==> src/rtl/channel_commutator_if.sv <==
// Bus bundle between the per-channel input buffers, the commutator and
// the serializer-facing output. The slave modport is the commutator's view.
interface channel_commutator_if #(
    parameter int CHANNELS   = 3,
    parameter int DATA_WIDTH = 8,
    parameter int CW         = $clog2(CHANNELS)
);
    logic                           enable;
    logic                           priority_mode;
    logic [CHANNELS-1:0]            input_ready;
    logic [CHANNELS*DATA_WIDTH-1:0] input_data;
    logic [CHANNELS-1:0]            read_req;
    logic [DATA_WIDTH-1:0]          output_data;
    logic                           output_valid;
    logic                           output_sof;
    logic [CW-1:0]                  active_channel;

    modport master (
        output enable,
        output priority_mode,
        output input_ready,
        output input_data,
        input  read_req,
        input  output_data,
        input  output_valid,
        input  output_sof,
        input  active_channel
    );

    modport slave (
        input  enable,
        input  priority_mode,
        input  input_ready,
        input  input_data,
        output read_req,
        output output_data,
        output output_valid,
        output output_sof,
        output active_channel
    );
endinterface

==> src/rtl/channel_commutator.sv <==
// Channel commutator: arbitrates among CHANNELS input buffers (round-robin
// or fixed priority), pops BURST words from the granted buffer and emits a
// framed packet (header word with channel id, then payload). Idle fill words
// are emitted whenever no header/payload beat is in flight.
module channel_commutator #(
    parameter int         CHANNELS   = 3,
    parameter int         DATA_WIDTH = 8,
    parameter int         BURST      = 4,
    parameter logic [7:0] IDLE_WORD  = 8'hBC
) (
    input logic                 clk,
    input logic                 arst,
    channel_commutator_if.slave bus
);
    localparam int          CW        = $clog2(CHANNELS);
    localparam logic [CW:0] CH_EXT    = (CW+1)'(CHANNELS);
    localparam logic [7:0]  LAST_BEAT = 8'(BURST - 1);

    typedef enum logic {S_IDLE, S_READ} state_t;
    typedef enum logic [1:0] {B_NONE, B_HDR, B_PAY} beat_t;

    // FSM / request side
    state_t              r_state, w_state_next;
    logic [7:0]          r_cnt, w_cnt_next;
    logic [CHANNELS-1:0] r_read_req, w_read_req_next;
    logic [CW-1:0]       r_active, w_active_next;
    logic [CW-1:0]       r_last_grant, w_last_grant_next;

    // Stage 1: beat type and owning channel of the beat in flight
    beat_t               r_s1_beat, w_s1_beat_next;
    logic [CW-1:0]       r_s1_ch, w_s1_ch_next;

    // Stage 2: registered outputs
    logic [DATA_WIDTH-1:0] r_out_data, w_out_data_next;
    logic                  r_out_valid, w_out_valid_next;
    logic                  r_out_sof, w_out_sof_next;

    // Arbiter results
    logic          w_grant_found;
    logic [CW-1:0] w_grant_ch;
    logic [CW:0]   w_idx;

    // Per-channel payload slices of the input bus
    logic [DATA_WIDTH-1:0] w_slice [CHANNELS];

    generate
        for (genvar gi = 0; gi < CHANNELS; gi++) begin : g_slice
            assign w_slice[gi] = bus.input_data[gi*DATA_WIDTH +: DATA_WIDTH];
        end
    endgenerate

    // Arbiter: iterate in reverse search order so the last hit is the winner
    always_comb begin
        w_grant_found = 1'b0;
        w_grant_ch    = '0;
        w_idx         = '0;
        for (int i = CHANNELS; i >= 1; i--) begin
            if (bus.priority_mode) begin
                w_idx = (CW+1)'(i - 1);
            end else begin
                w_idx = {1'b0, r_last_grant} + (CW+1)'(i);
                if (w_idx >= CH_EXT) begin
                    w_idx = w_idx - CH_EXT;
                end
            end
            if (bus.input_ready[w_idx[CW-1:0]]) begin
                w_grant_found = 1'b1;
                w_grant_ch    = w_idx[CW-1:0];
            end
        end
    end

    // Next-state logic: grant in IDLE, count the burst in READ
    always_comb begin
        w_state_next      = r_state;
        w_cnt_next        = r_cnt;
        w_read_req_next   = r_read_req;
        w_active_next     = r_active;
        w_last_grant_next = r_last_grant;
        w_s1_beat_next    = B_NONE;
        w_s1_ch_next      = r_active;
        case (r_state)
            S_IDLE: begin
                w_read_req_next = '0;
                if (bus.enable && w_grant_found) begin
                    w_state_next      = S_READ;
                    w_cnt_next        = '0;
                    w_read_req_next   = CHANNELS'(1) << w_grant_ch;
                    w_active_next     = w_grant_ch;
                    w_last_grant_next = w_grant_ch;
                    w_s1_beat_next    = B_HDR;
                    w_s1_ch_next      = w_grant_ch;
                end
            end
            S_READ: begin
                // The request visible this cycle yields a payload word next cycle
                w_s1_beat_next = B_PAY;
                w_s1_ch_next   = r_active;
                if (r_cnt == LAST_BEAT) begin
                    w_state_next    = S_IDLE;
                    w_read_req_next = '0;
                end else begin
                    w_cnt_next = r_cnt + 8'd1;
                end
            end
            default: begin
                w_state_next    = S_IDLE;
                w_read_req_next = '0;
            end
        endcase
    end

    // Output word formation; payload uses the channel recorded with the beat
    always_comb begin
        w_out_data_next  = '0;
        w_out_valid_next = 1'b0;
        w_out_sof_next   = 1'b0;
        case (r_s1_beat)
            B_HDR: begin
                w_out_data_next[DATA_WIDTH-1 -: 4] = 4'hA;
                w_out_data_next[CW-1:0]            = r_s1_ch;
                w_out_valid_next                   = 1'b1;
                w_out_sof_next                     = 1'b1;
            end
            B_PAY: begin
                w_out_data_next  = w_slice[r_s1_ch];
                w_out_valid_next = 1'b1;
            end
            default: begin
                w_out_data_next[7:0] = IDLE_WORD;
            end
        endcase
    end

    // State and pipeline registers; reset abandons any packet in flight
    always_ff @(posedge clk) begin
        if (arst) begin
            r_state      <= S_IDLE;
            r_cnt        <= '0;
            r_read_req   <= '0;
            r_active     <= '0;
            r_last_grant <= CW'(CHANNELS - 1);
            r_s1_beat    <= B_NONE;
            r_s1_ch      <= '0;
            r_out_data   <= DATA_WIDTH'(IDLE_WORD);
            r_out_valid  <= 1'b0;
            r_out_sof    <= 1'b0;
        end else begin
            r_state      <= w_state_next;
            r_cnt        <= w_cnt_next;
            r_read_req   <= w_read_req_next;
            r_active     <= w_active_next;
            r_last_grant <= w_last_grant_next;
            r_s1_beat    <= w_s1_beat_next;
            r_s1_ch      <= w_s1_ch_next;
            r_out_data   <= w_out_data_next;
            r_out_valid  <= w_out_valid_next;
            r_out_sof    <= w_out_sof_next;
        end
    end

    assign bus.read_req       = r_read_req;
    assign bus.active_channel = r_active;
    assign bus.output_data    = r_out_data;
    assign bus.output_valid   = r_out_valid;
    assign bus.output_sof     = r_out_sof;
endmodule

==> src/flat_wrapper.sv <==
// flat-port wrapper written by rule: the top's interface ports become plain ports
module channel_commutator_flat 
#(
    parameter int         CHANNELS   = 3,
    parameter int         DATA_WIDTH = 8,
    parameter int         BURST      = 4,
    parameter logic [7:0] IDLE_WORD  = 8'hBC
)
  (clk, arst, bus_enable, bus_priority_mode, bus_input_ready, bus_input_data, bus_read_req, bus_output_data, bus_output_valid, bus_output_sof, bus_active_channel);
  channel_commutator_if #(.CHANNELS(CHANNELS), .DATA_WIDTH(DATA_WIDTH)) bus_i ();
  input logic clk;
  input logic arst;
  input wire logic [$bits(bus_i.enable)-1:0] bus_enable;
  input wire logic [$bits(bus_i.priority_mode)-1:0] bus_priority_mode;
  input wire logic [$bits(bus_i.input_ready)-1:0] bus_input_ready;
  input wire logic [$bits(bus_i.input_data)-1:0] bus_input_data;
  output wire logic [$bits(bus_i.read_req)-1:0] bus_read_req;
  output wire logic [$bits(bus_i.output_data)-1:0] bus_output_data;
  output wire logic [$bits(bus_i.output_valid)-1:0] bus_output_valid;
  output wire logic [$bits(bus_i.output_sof)-1:0] bus_output_sof;
  output wire logic [$bits(bus_i.active_channel)-1:0] bus_active_channel;
  assign bus_i.enable = bus_enable;
  assign bus_i.priority_mode = bus_priority_mode;
  assign bus_i.input_ready = bus_input_ready;
  assign bus_i.input_data = bus_input_data;
  assign bus_read_req = bus_i.read_req;
  assign bus_output_data = bus_i.output_data;
  assign bus_output_valid = bus_i.output_valid;
  assign bus_output_sof = bus_i.output_sof;
  assign bus_active_channel = bus_i.active_channel;
  channel_commutator #(.CHANNELS(CHANNELS), .DATA_WIDTH(DATA_WIDTH), .BURST(BURST), .IDLE_WORD(IDLE_WORD)) u_core (.clk(clk), .arst(arst), .bus(bus_i));
endmodule
==> config.mk <==
export PLATFORM = sky130hd
export DESIGN_NAME = channel_commutator_flat
export DESIGN_NICKNAME = d
export VERILOG_FILES = /design/src/rtl/channel_commutator_if.sv /design/src/rtl/channel_commutator.sv /design/src/flat_wrapper.sv
export SDC_FILE = /design/constraint.sdc
export NUM_CORES = 1
export LEC_CHECK = 0
export ABC_AREA = 0
export BUFFER_PORTS_ARGS = -buffer_cell sky130_fd_sc_hd__buf_4
export CORE_ASPECT_RATIO = 0.7
export CORE_UTILIZATION = 30
export CTS_BUF_LIST = sky130_fd_sc_hd__clkbuf_16
export CTS_CLUSTER_DIAMETER = 60
export DETAILED_ROUTE_END_ITERATION = 7
export PLACE_DENSITY = 0.51
export SLEW_MARGIN = 20
export SYNTH_ARGS = -nofsm -noshare
export SYNTH_HDL_FRONTEND = slang
export SYNTH_SLANG_ARGS = --single-unit
==> constraint.sdc <==
create_clock -name clk -period 2.46 [get_ports clk]
set_input_delay 0.123 -clock clk [delete_from_list [all_inputs] [get_ports clk]]
set_output_delay 0.123 -clock clk [all_outputs]
set_load 0.01 [all_outputs]
After elaboration in Yosys (flattened, before gate mapping)
Cells that the tools add are included.
{"block": "totals", "reg_bits": 30, "output_inout_bits": 15}
{"block": "classes", "n_shift": 1, "n_eq_ne": 6, "bitwise_logic": 2, "order_cmp": 7, "addsub": 7, "n_reduce_logical": 4, "n_mux": 39}
{"cell": "8-bit two-way mux", "n": 4}
{"cell": "2-bit two-way mux", "n": 10}
{"cell": "8-bit binary-select mux with 2-bit select", "n": 1}
{"cell": "2-bit one-hot mux with 2 select lines", "n": 4}
{"cell": "8-bit one-hot mux with 2 select lines", "n": 1}
{"cell": "1-bit two-way mux", "n": 11}
{"cell": "3-bit by 2-bit greater-or-equal comparator with 1-bit output (second input constant)", "n": 3}
{"cell": "2-bit by 3-bit less-than comparator with 1-bit output (second input constant)", "n": 3}
{"cell": "8-bit by 1-bit adder with 8-bit output (second input constant)", "n": 1}
{"cell": "8-bit by 2-bit equality test with 1-bit output (second input constant)", "n": 1}
{"cell": "4-bit one-hot mux with 2 select lines", "n": 1}
{"cell": "2-bit by 2-bit adder with 3-bit output (second input constant)", "n": 2}
{"cell": "1-bit binary-select mux with 2-bit select", "n": 3}
{"cell": "3-bit two-way mux", "n": 2}
{"cell": "3-bit one-hot mux with 2 select lines", "n": 1}
{"cell": "2-bit subtractor (second input constant)", "n": 3}
{"cell": "2-bit inequality test (second input constant)", "n": 2}
{"cell": "2-bit AND reduction", "n": 2}
{"cell": "2-bit by 1-bit adder with 3-bit output (second input constant)", "n": 1}
{"cell": "3-bit greater-or-equal comparator (second input constant)", "n": 1}
{"cell": "2-bit inverter with 3-bit output", "n": 1}
{"cell": "1-bit by 2-bit left shift with 3-bit output (first input constant)", "n": 1}
{"cell": "2-bit by 1-bit equality test with 1-bit output (second input constant)", "n": 1}
{"cell": "2-bit equality test (second input constant)", "n": 1}
{"cell": "5 further kinds", "n": 5}

Longest topological paths before layout
Gate-level depths: netlist of run 1.
{"block": "logic_depth", "depth_word": 12, "depth_mapped": 9, "depth_no_buf": 7}

Worst setup path before layout of run 1
No wires, ideal clock.
{"block": "synth_timing", "path_type": "register -> register", "from": "register u_core.r_last_grant[0]", "to": "register u_core.r_active[0], in the netlist u_core.bus.active_channel[0]", "path_buffers": 2, "t_required_ps": 2363, "stages_incl_launch_ff": 10, "arrival_ps": 2160, "setup_ps": 97, "synth_period_minus_slack_ps": 2257, "path_slack_ps": 203, "path_cell_list": "dfxtp_1 > inv_1 > ha_1 > buf_6 > or4b_4 > and4_4 > a41oi_4 > buf_6 > nor2_1 > a211oi_1"}
{"block": "synth_between", "elab_chain_len": 11, "elab_cells_between_ends": 29}
{"item": "from (decl)", "line_no": "channel_commutator.sv:27", "source": "logic [CW-1:0] r_last_grant, w_last_grant_next;"}
{"item": "from (signal assigned)", "line_no": "channel_commutator.sv:142", "source": "r_last_grant <= CW'(CHANNELS - 1);"}
{"item": "from (signal assigned)", "line_no": "channel_commutator.sv:153", "source": "r_last_grant <= w_last_grant_next;"}
{"item": "2-bit by 2-bit adder with 3-bit output", "line_no": "channel_commutator.sv:61", "source": "w_idx = {1'b0, r_last_grant} + (CW+1)'(i);"}
{"item": "3-bit by 2-bit greater-or-equal comparator with 1-bit output or 2-bit subtractor (tied branches)", "line_no": "channel_commutator.sv:62, channel_commutator.sv:63"}
{"item": "2-bit two-way mux", "line_no": "channel_commutator.sv:62", "source": "if (w_idx >= CH_EXT) begin"}
{"item": "2-bit two-way mux", "line_no": "channel_commutator.sv:58", "source": "if (bus.priority_mode) begin"}
{"item": "1-bit binary-select mux with 2-bit select", "line_no": "channel_commutator.sv:66", "source": "if (bus.input_ready[w_idx[CW-1:0]]) begin"}
{"item": "1-bit two-way mux (not written as such)", "line_no": "channel_commutator.sv:66"}
{"item": "1-bit two-way mux (3 in a row)", "line_no": "channel_commutator.sv:66"}
{"item": "1-bit logical AND", "line_no": "channel_commutator.sv:85", "source": "if (bus.enable && w_grant_found) begin"}
{"item": "2-bit two-way mux (*)"}
{"item": "to (signal assigned)", "line_no": "channel_commutator.sv:152", "source": "r_active <= w_active_next;"}
{"item": "to (decl)", "line_no": "channel_commutator.sv:26", "source": "logic [CW-1:0] r_active, w_active_next;"}
Mark *: on every way between the ends. The rest lies on a longest branch, timed or not. The select of a mux whose other input is x is not followed.
A chain may end at the register's enable or synchronous reset.

Worst setup path after layout of run 1
{"block": "layout_timing", "from": "register u_core.r_last_grant[1]", "to": "register u_core.r_last_grant[0]"}
{"block": "layout_between", "elab_chain_len": 11, "elab_cells_between_ends": 29}
{"item": "2-bit by 2-bit adder with 3-bit output", "line_no": "channel_commutator.sv:61"}
{"item": "3-bit by 2-bit greater-or-equal comparator with 1-bit output or 2-bit subtractor (tied branches)", "line_no": "channel_commutator.sv:62, channel_commutator.sv:63"}
{"item": "2-bit two-way mux", "line_no": "channel_commutator.sv:62"}
{"item": "2-bit two-way mux", "line_no": "channel_commutator.sv:58"}
{"item": "1-bit binary-select mux with 2-bit select", "line_no": "channel_commutator.sv:66"}
{"item": "1-bit two-way mux (not written as such)", "line_no": "channel_commutator.sv:66"}
{"item": "1-bit two-way mux (3 in a row)", "line_no": "channel_commutator.sv:66"}
{"item": "1-bit logical AND", "line_no": "channel_commutator.sv:85"}
{"item": "2-bit AND reduction (no source line)"}
Parallel ways exist; a longest one is shown, timed or not. The select of a mux whose other input is x is not followed.

==> impl_metrics.yaml, run 1 <==
worst_setup_path:
  critPathArrivalTime_ns: 2.57
  slowest_stage: "or4b_4"
  worstPathCellList: "inv_1, ha_1, or4b_4, and4_4, a41oi_4, buf_6, nor2_1, a211oi_1"
  slowest_delay_ns: 0.57
  critPathLaunchType: "flop"
  endpoint_kind: "flop"
  crit_type: "reg -> reg"
  worstPathRequired_ns: 2.64
  cp_max_fo: 11
timing:
  post-route-min-period_ns: 2.38
  fin_crit_sh_pct: 96.9
  fmax_mhz: 419
  relSlewSlack_pct: 63.0
  hold_viol: 0
  slew_violations: 0
  fin_setup_tns_ns: 0
  worst_pin_slew_ns: 0.554
  setup_ws_ns: 0.0758
  finClkSkew_ns: 0.00473
  finalSetupViolations: 0
  rsz0062_at_grt: "yes"
logic_synthesis:
  ys_seq_area_share_pct: 39.1
  synthDominantCellAreaShare_pct: 39.1
  syn_area_per_cell_um2: 8.84
  yosysTopAreaCell: "dfxtp_1"
  netlist_area_um2: 1540
  synth_warnings: 0
  synthAdderAreaFrac_pct: 4.88
  synth_xor_xnor_area_share_pct: 3.42
  yosys_most_used_dff: "dfxtp_1"
  async_flop_share_pct: 0
  synthCells: 174
  ys_ff_latch: 30
  yosys.area_share.simple_pct: 26.8
  yosysMostFrequentCell: "dfxtp_1"
  synth-compound-area-share_pct: 15.5
  yosys-top-cells-count: "dfxtp_1, nand2_1, nor2_1"
  synth_top_family_by_area: "simple AND/OR/NAND/NOR gates"
  synth.area.top_cells: "dfxtp_1, nand2_1, mux2i_1, ha_1, nor2_1"
  synthMuxAreaShare_pct: 5.21
  syn-num-nets: 211
  synth_edf_count: 0
  ys_types: 47
global_routing:
  grt_pass1_vias: 1131
  grt_start_max_net_pins: 15
  grt_usage_pct: 14.1
  grt_use_met2_pct: 16.7
  grt_use_met1_pct: 21.6
  grt_use_met3_pct: 5.42
  grt.busiest_layer: "met1"
  grt_first_pass_wirelength_um: 5670
  antenna_found_initial: 0
  overflow: 0
floorplanning:
  start_util_pct: 31.6
  die_x_um: 87.6
  io_pins: 46
  die_area_um2: 5420
  core_um2: 4860
  die_y_um: 61.9
  fp-row-count: 21
clock_network:
  clockBufferDepth: 2
  numClockSinks: 30
  hold_buffers: 0
  cts_buffers: 5
  htreeDepth: 2
  clk_pin_slew_ns: 0.05
  root_buffer: "clkbuf_16"
  insertion_delay_ns: 0.27
  cts_tree: "built"
power:
  peakVddDrop_mv: 0.352
  leakagePower_nw: 0.878
  power.density_nw_per_um2: 688
route:
  wl_per_cell_um: 11.8
  drc: 0
  vias: 1347
  route.detailed.vias_per_inst: 4.58
  drt-pass1-iter-count: 4
  ant_nets: 0
  routed_wl_um: 3460
  first_iter_violations: 76
placement:
  place_hpwl_um: 2600
  portBuffers: 45
  post-place-ws_ns: 0.0188
  gp_congestion: 0.786
layout:
  multiInputGateArea_um2: 857
  syn_to_final_growth_pct: 36.5
  seq_area_um2: 601
  nFillCells: 473
  drive_gt1_share_pct: 30.7
  nets: 261
  antenna_cells: 0
flow_run:
  max_cap_viol_count: 0
outcome:
  status: "complete, no violations"
min_path:
  min_path_type: "in -> reg"
## timing repair
action	CTS	global route
setup endpoints to repair	0	14
setup buffers	0	1
resized for setup	0	1
## cells by family (layout without fill, tap and decap cells)
kind of cell / Yosys count / in the layout
simple gates: 78 / 78
compound gates: 31 / 31
flops: 30 / 30
buf+inv: 15 / 66
mux: 8 / 8
fa+ha+maj: 6 / 6
xor+xnor: 6 / 6
## path summary, 6_finish.rpt
check | start | to | slack (ns) | cells past startpoint
max | u_core.r_last_grant[1]$_SDFFE_PP1P_ | u_core.r_last_grant[0]$_SDFFE_PP0P_ | 0.08 | 8
min | arst | u_core.bus.output_sof$_SDFF_PP0_ | 0.14 | 2
max reg2reg | u_core.r_last_grant[1]$_SDFFE_PP1P_ | u_core.r_last_grant[0]$_SDFFE_PP0P_ | 0.08 | 8
min reg2reg | u_core.bus.read_req[2]$_SDFFE_PP0P_ | u_core.bus.read_req[2]$_SDFFE_PP0P_ | 0.47 | 2
## critical path, delay by kind of cell (launching register included)
kind	cells	cell delay [ns]
fa+ha+maj	1	0.33
compound gates	2	0.56
buf+inv	2	0.23
simple gates	3	0.80
flops	1	0.36
## placed cells by master, fill, tap and decap left out, types with 3 or more instances in the layout
cell       count
nand4_1        4
xor2_1         4
nor3_1         3
nor2_1        19
clkbuf_16      5
buf_4         51
ha_1           6
o211ai_1       3
and3_1         3
a21oi_1        3
mux2i_1        8
o21ai_0        7
nand2_1       26
nor2b_1        3
nand3_1        4
dfxtp_1       30
inv_1          6
## state kept, by name (all words and copies together), names as in the netlist
name and flops:
u_core.bus.read_req 3, u_core.r_state 1, u_core.bus.active_channel 2, u_core.r_cnt 8, u_core.bus.output_sof 1, u_core.bus.output_data 8, u_core.r_s1_beat 2, u_core.r_last_grant 2
u_core.bus.output_valid 1, u_core.r_s1_ch 2
## per-layer routing
layer / vias up / part of all wire (%)
li1: 713 / -
met1: 602 / 54
met2: 30 / 39
met3: 2 / 5.3
met4: 0 / 0.98
met5: - / 0
## power by group
part / switching (mW) / leakage, nW / internal [mW]
sequential: 0.0336 / 0.245 / 0.522
clock: 0.196 / 0.0724 / 0.364
combinational: 0.159 / 0.560 / 0.170
total: 0.388 / 0.878 / 1.06
## cell type report
type / instances / share of cell area, %
Multi-Input combinational cell: 129 / 40.8
Sequential cell: 30 / 28.6
Timing Repair Buffer: 52 / 18.8
Clock buffer: 5 / 5.96
Tap cell: 69 / 4.11
Inverter: 6 / 1.07
Clock inverter: 3 / 0.596
## stage by stage
stage	utilization [%]	cell area [µm²]	hold slack, ns	total power, mW	std cells
after floorplan	-	1540	0.195	0.770	174
after global placement	40.1	1950	0.411	0.893	285
after detailed placement	40.1	1950	0.418	0.887	285
after CTS	42.9	2090	0.134	1.45	293
after global routing	43.2	2100	0.142	1.53	294
final	43.2	2100	0.140	1.44	294
(Power assumes the default switching activity.)
==> run 2, diff against run 1 <==
- PLACE_DENSITY: 0.51 -> 0.5
- SKIP_CTS_REPAIR_TIMING: unset -> 1
==> impl_metrics.yaml, run 2 (synthesis results as in run 1) <==
clock_network:
  htreeDepth: 2
  root_buffer: "clkbuf_16"
  numClockSinks: 30
  insertion_delay_ns: 0.27
  clk_pin_slew_ns: 0.05
  cts_tree: "built"
  cts_buffers: 5
  clockBufferDepth: 2
worst_setup_path:
  slowest_delay_ns: 0.59
  endpoint_kind: "flop"
  worstPathCellList: "inv_1, ha_1, or4b_4, and4_4, a21boi_0, a21boi_1, buf_4, a31o_1"
  cp_max_fo: 7
  worstPathRequired_ns: 2.62
  critPathLaunchType: "flop"
  crit_type: "reg -> reg"
  slowest_stage: "or4b_4"
  critPathArrivalTime_ns: 2.52
floorplanning:
  io_pins: 46
  die_y_um: 61.9
  core_um2: 4860
  fp-row-count: 21
  start_util_pct: 31.6
  die_area_um2: 5420
  die_x_um: 87.6
placement:
  place_hpwl_um: 2560
  portBuffers: 45
  gp_congestion: 0.721
global_routing:
  grt_first_pass_wirelength_um: 5320
  grt_pass1_vias: 1120
  grt_usage_pct: 13.1
  antenna_found_initial: 0
  overflow: 0
  grt_start_max_net_pins: 15
route:
  route.detailed.vias_per_inst: 4.55
  vias: 1341
  ant_nets: 0
  drc: 0
  drt-pass1-iter-count: 4
  first_iter_violations: 52
  wl_per_cell_um: 11.8
  routed_wl_um: 3490
layout:
  nets: 263
  layout_commonest_cell: "buf_4"
  syn_to_final_growth_pct: 38.6
  seq_area_um2: 601
  multiInputGateArea_um2: 890
  antenna_cells: 0
  final_cell_mix: "buf_4, dfxtp_1, nand2_1, nor2_1, mux2i_1"
  nFillCells: 480
  drive_gt1_share_pct: 33.2
timing:
  holdWs_ns: 0.148
  finalSetupViolations: 0
  post-route-min-period_ns: 2.36
  worst_pin_slew_ns: 0.514
  slew_violations: 0
  fin_crit_sh_pct: 95.8
  finClkSkew_ns: 0.00253
  relSlewSlack_pct: 65.7
  fin_setup_tns_ns: 0
  fmax_mhz: 424
  hold_viol: 0
power:
  power.density_nw_per_um2: 683
  leakagePower_nw: 0.883
  peakVddDrop_mv: 0.386
outcome:
  status: "complete, no violations"
flow_run:
  max_cap_viol_count: 0
min_path:
  min_path_type: "in -> reg"
==> run 2: worst max-delay path: cells and delay by family, from the launching register on <==
family	cells	cell delay (ns)
buf+inv	2	0.23
fa+ha+maj	1	0.36
flops	1	0.36
compound gates	3	0.49
simple gates	2	0.80
==> run 2: path summary, 6_finish.rpt <==
kind	start	to	slack, ns	depth (start not counted)
worst max register to register	u_core.r_last_grant[1]$_SDFFE_PP1P_	u_core.bus.read_req[0]$_SDFFE_PP0P_	0.10	8
worst max-delay path	u_core.r_last_grant[1]$_SDFFE_PP1P_	u_core.bus.read_req[0]$_SDFFE_PP0P_	0.10	8
worst min-delay path	arst	u_core.r_cnt[1]$_SDFFE_PP0P_	0.15	2
worst min register to register	u_core.bus.read_req[2]$_SDFFE_PP0P_	u_core.bus.read_req[2]$_SDFFE_PP0P_	0.47	2
==> run 2: per-stage QoR <==
step	cell area [µm²]	cells	util, %	power, mW	setup slack (ns)
after global placement	1960	286	40.3	0.894	0.0799
after global routing	2130	295	43.9	1.54	-0.0110
final	2130	295	43.9	1.46	0.104
after detailed placement	1960	286	40.3	0.886	-0.00401
after CTS	2090	293	43.0	1.45	-0.0153
after floorplan	1540	174	-	0.770	0.203
==> run 2: report_power, final <==
part	total, mW	internal, mW	switching [mW]
logic	0.344	0.176	0.168
registers	0.555	0.522	0.0330
clock network	0.557	0.364	0.194
total	1.46	1.06	0.395
==> run 2: layout make-up <==
type / instances / share of cell area, %
flip-flops and latches: 30 / 28.2
multi-input cells: 130 / 41.7
clock buffers: 5 / 5.87
clock inverters: 2 / 0.469
well taps: 69 / 4.05
repair buffers: 53 / 18.7
inverters: 6 / 1.06
==> run 2: metal layers <==
layer	share of wire, %	GRT usage (%)	wire, µm	vias up
met5	0	0	0	-
met4	0.83	4.45	29	0
met2	41	16.5	1420	25
li1	-	-	-	720
met1	55	20.2	1910	594
met3	4.0	4.10	141	2
==> run 3, diff against run 2 <==
- CORE_ASPECT_RATIO: 0.7 -> 1.25
- CTS_CLUSTER_DIAMETER: 60 -> 30
==> impl_metrics.yaml, run 3 (synthesis results as in run 1) <==
outcome:
  status: "complete, no violations"
clock_network:
  clockBufferDepth: 2
  htreeDepth: 2
  clk_pin_slew_ns: 0.05
  cts_buffers: 5
  numClockSinks: 30
  cts_tree: "built"
  insertion_delay_ns: 0.27
  root_buffer: "clkbuf_16"
layout:
  layout_commonest_cell: "buf_4"
  antenna_cells: 0
  multiInputGateArea_um2: 891
  seq_area_um2: 601
  nFillCells: 498
  post-route-cell-area_um2: 2110
  nets: 262
  fin_util_pct: 43.7
  syn_to_final_growth_pct: 37.3
  layoutNonFillerInstCount: 285
  drive_gt1_share_pct: 32.4
  final_cell_mix: "buf_4, dfxtp_1, nand2_1, nor2_1, mux2i_1"
worst_setup_path:
  critPathArrivalTime_ns: 2.50
  critPathLaunchType: "flop"
  crit_type: "reg -> reg"
  r2r_cells: 7
  cp_max_fo: 7
  worstPathRequired_ns: 2.66
  slowest_delay_ns: 0.56
  slowest_stage: "or4b_4"
  cp_top_family: "simple AND/OR/NAND/NOR gates"
  critPathBufInv: 1
  worst-path-stages: 7
  endpoint_kind: "flop"
  worstPathCellList: "inv_1, ha_2, or4b_4, and4_4, a41oi_2, a21bo_2, a21oi_1"
floorplanning:
  io_pins: 46
  core_um2: 4830
  die_x_um: 66.0
  die_area_um2: 5420
  fp-row-count: 28
  die_y_um: 82.0
  start_util_pct: 31.8
power:
  clkPwrFrac_pct: 37.9
  power.total_mw: 1.45
  switching_share_pct: 27.1
  p_int_mw: 1.06
  power.density_nw_per_um2: 686
  leakagePower_nw: 0.881
  comb_power_share_pct: 23.8
  seq_power_share_pct: 38.3
  p_switching_mw: 0.392
  peakVddDrop_mv: 0.312
global_routing:
  grt_pass1_vias: 1328
  overflow: 0
  grt_start_max_net_pins: 15
  grt_first_pass_wirelength_um: 5760
  grt_usage_pct: 14.2
  antenna_found_initial: 0
timing:
  rsz0062_at_grt: "no"
  slew_violations: 0
  worst_pin_slew_ns: 0.491
  post-route-min-period_ns: 2.30
  finalSetupViolations: 0
  fmax_mhz: 434
  relSlewSlack_pct: 66.9
  hold_viol: 0
  fin_crit_sh_pct: 93.6
  holdWs_ns: 0.142
  finClkSkew_ns: 0.00169
flow_run:
  max_cap_viol_count: 0
placement:
  place_hpwl_um: 2760
  placed_cells: 273
  gp_congestion: 0.791
  post_dp_cell_area_um2: 1920
  portBuffers: 45
route:
  drc: 0
  ant_nets: 0
  routed_wl_um: 3660
  route.detailed.vias_per_inst: 4.91
  wl_per_cell_um: 12.8
  vias: 1398
  first_iter_violations: 63
  drt-pass1-iter-count: 4
min_path:
  min_path_type: "in -> reg"
  hold_depth: 2
[run 3: power groups by stage]
stage | registers, mW | logic [mW] | clock network, mW
after global placement | 0.563 | 0.311 | 0
after detailed placement | 0.563 | 0.316 | 0
after floorplan | 0.556 | 0.214 | 0
after CTS | 0.555 | 0.317 | 0.562
final | 0.554 | 0.346 | 0.549
after global routing | 0.559 | 0.376 | 0.585
[run 3: per-layer routing]
metal	global-route usage [%]	up-vias	part of all wire, %
met1	15.2	633	42
met3	4.44	5	5.5
met5	0	-	0
li1	-	715	-
met4	7.02	0	1.6
met2	25.1	45	51
[run 3: metrics by stage]
step	worst slack [ns]	setup TNS, ns
floorplan	0.203	0
global placement	0.0665	0
detailed placement	-0.00696	-0.00696
CTS	-0.0237	-0.0776
global route	0.0381	0
finish	0.157	0
[run 3: worst paths after layout]
| check | start | to | slack (ns) |
|---|---|---|---|
| max | u_core.r_last_grant[0]$_SDFFE_PP0P_ | u_core.bus.read_req[2]$_SDFFE_PP0P_ | 0.16 |
| min | arst | u_core.bus.read_req[2]$_SDFFE_PP0P_ | 0.14 |
| max reg2reg | u_core.r_last_grant[0]$_SDFFE_PP0P_ | u_core.bus.read_req[2]$_SDFFE_PP0P_ | 0.16 |
| min reg2reg | u_core.bus.read_req[2]$_SDFFE_PP0P_ | u_core.bus.read_req[2]$_SDFFE_PP0P_ | 0.48 |
[run 3: layout make-up]
| cell class | instances | share of cell area [%] |
|---|---|---|
| flip-flops and latches | 30 | 28.4 |
| well taps | 60 | 3.55 |
| clock buffers | 5 | 5.92 |
| clock inverters | 2 | 0.355 |
| inverters | 6 | 1.07 |
| repair buffers | 52 | 18.5 |
| multi-input cells | 130 | 42.2 |
